[config.mk]
export PLATFORM = sky130hd
export DESIGN_NAME = apb_master_arb
export DESIGN_NICKNAME = d
export VERILOG_FILES = /design/src/rtl/apb_arb_pkg.sv /design/src/rtl/apb_rr_arbiter.sv /design/src/rtl/apb_master_arb.sv
export SDC_FILE = /design/constraint.sdc
export NUM_CORES = 1
export LEC_CHECK = 0
export CAP_MARGIN = 30
export CORE_MARGIN = 2
export CORE_UTILIZATION = 38
export CTS_CLUSTER_DIAMETER = 120
export CTS_CLUSTER_SIZE = 30
export DETAILED_ROUTE_END_ITERATION = 16
export MAX_ROUTING_LAYER = met4
export PLACE_DENSITY = 0.8
export SLEW_MARGIN = 5
export SYNTH_ARGS = -nofsm -noshare
export SYNTH_HDL_FRONTEND = slang
export SYNTH_HIERARCHICAL = 1
export SYNTH_SLANG_ARGS = --single-unit
export TNS_END_PERCENT = 20
[constraint.sdc]
create_clock -name clk -period 2.1 [get_ports clk]
set_clock_uncertainty 0.05 [all_clocks]
set_input_delay 0.42 -clock clk [delete_from_list [all_inputs] [get_ports clk]]
set_output_delay 0.42 -clock clk [all_outputs]
set_load 0.02 [all_outputs]
[src/rtl/apb_arb_pkg.sv]
// apb_arb_pkg: shared state encoding and default APB widths for the APB master arbiter
package apb_arb_pkg;
  typedef enum logic [1:0] {IDLE, SETUP, ACCESS} state_t;
  localparam int APB_ADDR_W = 12;
  localparam int APB_DATA_W = 32;
  localparam int APB_STRB_W = APB_DATA_W / 8;
endpackage

[src/rtl/apb_rr_arbiter.sv]
// apb_rr_arbiter: combinational round-robin pick starting the search at ptr
module apb_rr_arbiter #(
  parameter int N = 2,
  parameter int IW = N > 1 ? $clog2(N) : 1
) (
  input  logic [N-1:0]  eligible,
  input  logic [IW-1:0] ptr,
  output logic [N-1:0]  grant,
  output logic [IW-1:0] winner,
  output logic          any
);
  // scan from the farthest slot back toward ptr so the nearest eligible slot is written last and wins
  always_comb begin
    winner = '0;
    any = |eligible;
    for (int k = N - 1; k >= 0; k--)
      if (eligible[(int'(ptr) + k) % N]) winner = IW'((int'(ptr) + k) % N);
    grant = any ? N'(1) << winner : '0;
  end
endmodule

[src/rtl/apb_master_arb.sv]
// apb_master_arb: round-robin APB master shared by several requesters, with wait-state timeout
module apb_master_arb
  import apb_arb_pkg::*;
#(
  parameter int NUM_REQ = 2,
  parameter int ADDR_W = APB_ADDR_W,
  parameter int DATA_W = APB_DATA_W,
  parameter int TIMEOUT = 16
) (
  input  logic                      clk,
  input  logic                      reset,
  input  logic [NUM_REQ-1:0]        req,
  input  logic [NUM_REQ-1:0]        req_write,
  input  logic [NUM_REQ*ADDR_W-1:0] req_addr,
  input  logic [NUM_REQ*DATA_W-1:0] req_wdata,
  input  logic [NUM_REQ*DATA_W/8-1:0] req_strb,
  output logic [NUM_REQ-1:0]        rsp_valid,
  output logic [DATA_W-1:0]         rsp_rdata,
  output logic                      rsp_err,
  output logic                      busy,
  output logic                      psel,
  output logic                      penable,
  output logic                      pwrite,
  output logic [ADDR_W-1:0]         paddr,
  output logic [DATA_W/8-1:0]       pstrb,
  output logic [DATA_W-1:0]         pwdata,
  input  logic                      pready,
  input  logic                      pslverr,
  input  logic [DATA_W-1:0]         prdata
);
  localparam int SW = DATA_W / 8;
  localparam int IW = NUM_REQ > 1 ? $clog2(NUM_REQ) : 1;
  localparam int CW = TIMEOUT > 0 ? $clog2(TIMEOUT + 1) : 1;
  state_t state, state_n;
  logic [IW-1:0] ptr, ptr_n, pick;
  logic [CW-1:0] cnt, cnt_n;
  logic [NUM_REQ-1:0] owner, owner_n, grant, eligible, rsp_valid_n;
  logic any, done, psel_n, penable_n, pwrite_n, rsp_err_n, busy_n;
  logic [ADDR_W-1:0] paddr_n;
  logic [DATA_W-1:0] pwdata_n, rsp_rdata_n;
  logic [SW-1:0] pstrb_n;
  // the requester being answered this cycle still holds req, so it must not be re-granted
  assign eligible = req & ~rsp_valid;
  assign done = state == ACCESS && (pready || (TIMEOUT != 0 && cnt == CW'(TIMEOUT)));
  apb_rr_arbiter #(.N(NUM_REQ), .IW(IW)) u_arb (
    .eligible(eligible),
    .ptr(ptr),
    .grant(grant),
    .winner(pick),
    .any(any)
  );
  // next-state and next-output logic; every output is a register so values are computed one cycle ahead
  always_comb begin
    state_n = state;
    ptr_n = ptr;
    cnt_n = cnt;
    owner_n = owner;
    psel_n = psel;
    penable_n = penable;
    pwrite_n = pwrite;
    paddr_n = paddr;
    pstrb_n = pstrb;
    pwdata_n = pwdata;
    rsp_valid_n = '0;
    rsp_rdata_n = rsp_rdata;
    rsp_err_n = rsp_err;
    case (state)
      IDLE: if (any) begin
        state_n = SETUP;
        ptr_n = pick == IW'(NUM_REQ - 1) ? '0 : pick + 1'b1;
        owner_n = grant;
        psel_n = 1'b1;
        pwrite_n = req_write[pick];
        paddr_n = req_addr[int'(pick)*ADDR_W +: ADDR_W];
        pwdata_n = req_wdata[int'(pick)*DATA_W +: DATA_W];
        pstrb_n = req_write[pick] ? req_strb[int'(pick)*SW +: SW] : '0;
      end
      SETUP: begin
        state_n = ACCESS;
        penable_n = 1'b1;
      end
      ACCESS: if (done) begin
        state_n = IDLE;
        cnt_n = '0;
        psel_n = 1'b0;
        penable_n = 1'b0;
        rsp_valid_n = owner;
        rsp_err_n = pready ? pslverr : 1'b1;
        rsp_rdata_n = pready && !pwrite ? prdata : '0;
      end else cnt_n = cnt + 1'b1;
      default: state_n = IDLE;
    endcase
    busy_n = state_n != IDLE;
  end
  // state and output registers; reset abandons any transfer in flight without a response
  always_ff @(posedge clk) begin
    if (reset) begin
      state <= IDLE;
      ptr <= '0;
      cnt <= '0;
      owner <= '0;
      psel <= 1'b0;
      penable <= 1'b0;
      pwrite <= 1'b0;
      paddr <= '0;
      pstrb <= '0;
      pwdata <= '0;
      rsp_valid <= '0;
      rsp_rdata <= '0;
      rsp_err <= 1'b0;
      busy <= 1'b0;
    end else begin
      state <= state_n;
      ptr <= ptr_n;
      cnt <= cnt_n;
      owner <= owner_n;
      psel <= psel_n;
      penable <= penable_n;
      pwrite <= pwrite_n;
      paddr <= paddr_n;
      pstrb <= pstrb_n;
      pwdata <= pwdata_n;
      rsp_valid <= rsp_valid_n;
      rsp_rdata <= rsp_rdata_n;
      rsp_err <= rsp_err_n;
      busy <= busy_n;
    end
  end
endmodule

==> results by group <==
Cells and area
  – Fill cells: 861
  – Layout cells sized above 1: 0.0718
  – Util after Layout: 0.642
  – Syn-to-layout area delta: 66.9%
  – Multi-input logic area: 1770 um^2
  – Nets: 732
  – FF+latch area: 1940 um^2

Power and ir drop
  – Leak: 2.41 nW
  – PwrDens: 691 nW/um^2
  – Peak supply drop: around 0.00038 V

Yosys
  – Syn Std Cell Area: 3920 um^2
  – Main area contributors after synthesis: dfxtp_1 (50%), mux2i_1 (11%), a211oi_1 (8.8%)
  – Post-Syn Area per Cell: 10.3 um^2
  – Synth warn: 6
  – Yosys top cell by area: dfxtp_1
  – Top-count cell post-synth: dfxtp_1
  – Yosys top cell area share: 0.496
  – Main synth FF type: dfxtp_1
  – Post-synth cell types: 38
  – Mapped Nets: 517
  – Synth Register Bits: 97
  – Asr flop ratio synth: 0
  – Number of enable flip-flop cells after synthesis: 0
  – Syn Inst Count: 379
  – Sequential element share of the synthesized area: 0.496
  – Post-synth top cells: dfxtp_1 (97), nor2_1 (47), a211oi_1 (46), mux2i_1 (44), a32o_1 (32)

Hold path
  – Hold Path Class: in2reg
  – Hold EP: owner[0]$_SDFFE_PP0P_
  – WHS Path Cells: 2
  – Start point of the worst hold path: reset

Drt
  – First drt pass iteration count: 5
  – DRC: 0
  – WL per Instance: 15.3 um
  – Routed Wire Length: about 11 mm
  – Via count: approximately 3700
  – Iter 0 DRT Violations: around 140
  – Routed Antenna Nets: 0
  – Via-per-instance ratio: 5.06

STA
  – Setup TNS: 0 ns
  – Endpoints failing hold: 0
  – Tightest Pin Transition: 0.503 ns
  – Minimum clock period: 1.92 ns
  – Final setup vio count: 0
  – Tcrit/Tclk final: 0.914
  – Fmax: 521 MHz
  – RSZ-0062 raised after global routing: no
  – Slew Viols, Final: 0
  – Relative slew slack: 0.664

Die
  – Row cnt: 37
  – Die Wd: 106 um
  – Die span in y: 106 um
  – Die Area: 11100 um^2
  – Area of the core: just over 10000 um^2
  – Top Ports: 223
  – Starting Density: 0.385

Worst setup path
  – Worst r2r dst: rsp_rdata[0]$_SDFFE_PP0P_
  – CP arrival: 2.13 ns
  – Max incr delay on CP: 0.45 ns
  – Buf/Inv on CP: 2
  – Critical Path Fanout Max: 29
  – Crit-path cells: clkdlybuf4s50_1 > nor2b_1 > or2_1 > nor3b_4 > buf_4 > nor2_1 > a211oi_1
  – Worst Path Required: 2.31 ns
  – Reg2reg start: state[1]$_SDFF_PP0_
  – Setup slack, reg-to-reg: 0.37 ns
  – Crit. End Element: register
  – R2R depth: 4
  – CP delay by family, top: buffers and inverters
  – Worst path slowest cell: clkdlybuf4s50_1
  – Critical Path Start Type: input port
  – Kind of critical path: in2reg

Placed design
  – Placer Congestion: 0.803
  – DP Wirelength: 8.67 mm
  – Port-buffer cells: 222

Clock tree
  – Clock latency on the worst-skew pair: 0.35 ns
  – Worst-path clk slew: 0.10 ns
  – CTS tree: built
  – Postcts setup bufs: 0
  – CTS max path bufs: 2
  – Root Driver: clkbuf_8
  – H-tree levels: 3
  – Total CTS buffers: 9
  – PostCTS Resize Cnt: 0
  – Hold buffers post-CTS: 0
  – # clock sinks: 97

Global route
  – Largest net degree at the start of global routing: 69
  – Total track usage: 0.204
  – Total gr overflow: 0
  – First-pass GRT wire length: 17.8 mm
  – Initial antenna violation count: 1
  – Vias in the first global route: 3782

Job
  – Max-Cap Viols: 0

Outcome
  – Status: finished, final reports clean
## registers in the layout, summed over array words and instances (netlist names)
| signal | count |
|---|---|
| cnt | 5 |
| psel | 1 |
| rsp_err | 1 |
| ptr | 1 |
| state | 2 |
| busy | 1 |
| penable | 1 |
| pstrb | 4 |
| owner | 2 |
| rsp_valid | 2 |
| rsp_rdata | 32 |
| paddr | 12 |
| pwdata | 32 |
| pwrite | 1 |
## stage by stage
stage | area [um^2] | total power [mW] | hold slack, ns | std cells | setup slack [ns]
2_1_floorplan | 3920 | 2.69 | 0.382 | 379 | 0.325
3_3_place_gp | 6330 | 3.31 | 0.391 | 719 | -0.151
3_5_place_dp | 6330 | 3.34 | 0.395 | 719 | -0.228
4_1_cts | 6530 | 4.57 | 0.322 | 735 | 0.173
5_1_grt | 6540 | 4.74 | 0.342 | 736 | 0.00651
6_report | 6540 | 4.52 | 0.343 | 736 | 0.180
## layer usage
metal	share of wire	track usage
met1	0.38	0.211
met2	0.53	0.379
met5	0	-
met4	0.029	0.0780
met3	0.053	0.0390
## layout by cell type, fill, tap and decap left out, drive strengths merged
cell           netlist  layout
a31oi                2       2
nand4bb              2       2
mux2i               44      44
a21o                 1       1
o21bai               1       1
diode                0       1
inv                  5       7
ha                   2       2
a32o                32      32
dfxtp               97      97
nand3                8       8
a31o                 1       1
o31a                 1       1
buf                 21      18
clkinvlp             0       2
clkbuf              14      10
bufinv               0       1
nor2                47      47
a21oi               13      13
a211oi              46      46
a21boi               3       3
nand2b               2       2
or4                  1       1
mux2                 5       5
o21ai                1       1
nor3b                2       2
clkdlybuf4s50        0     221
o21a                 1       1
clkinv               1       2
and3                 2       2
nand2               15      15
nand4                2       2
or2                  1       1
nor4                 1       1
nand4b               1       1
or3b                 1       1
nor2b                3       3
## cell families after synthesis
group / after synthesis / synth area share
multiplexers: 49 / 0.127
AND/OR/NAND/NOR: 88 / 0.108
flip-flops: 97 / 0.496
buffers and inverters: 41 / 0.0556
adder cells (fa/ha/maj): 2 / 0.00639
AO/OA/AOI/OAI: 102 / 0.207
## worst max-delay path by stage
stage / slack, ns / cells past startpoint / startpoint / endpoint
finish: 0.18 / 7 / req[1] / pwdata[23]$_SDFFE_PP0P_
global route: 0.007 / 7 / req[1] / pwdata[10]$_SDFFE_PP0P_
CTS: 0.17 / 7 / req[1] / pwdata[29]$_SDFFE_PP0P_
detailed placement: -0.23 / 7 / req[1] / pwdata[2]$_SDFFE_PP0P_
global placement: -0.15 / 7 / req[1] / pwdata[16]$_SDFFE_PP0P_
floorplan: 0.33 / 7 / req[1] / pwdata[10]$_SDFFE_PP0P_
## where the power goes
part	leakage, nW	switching (mW)	total, mW	internal, mW
combinational	1.51	0.562	1.22	0.662
clock	0.0965	0.651	1.22	0.570
sequential	0.796	0.0831	2.07	1.99
total	2.41	1.30	4.52	3.22
## layout make-up
class	count	area share
Inverter	6	0.00345
Clock buffer	10	0.0195
Sequential cell	97	0.297
Tap cell	136	0.0260
Multi-Input combinational cell	241	0.271
Clock inverter	6	0.0117
Timing Repair Buffer	239	0.370
Antenna cell	1	0.000383
Power figures use the tool's default switching activity.
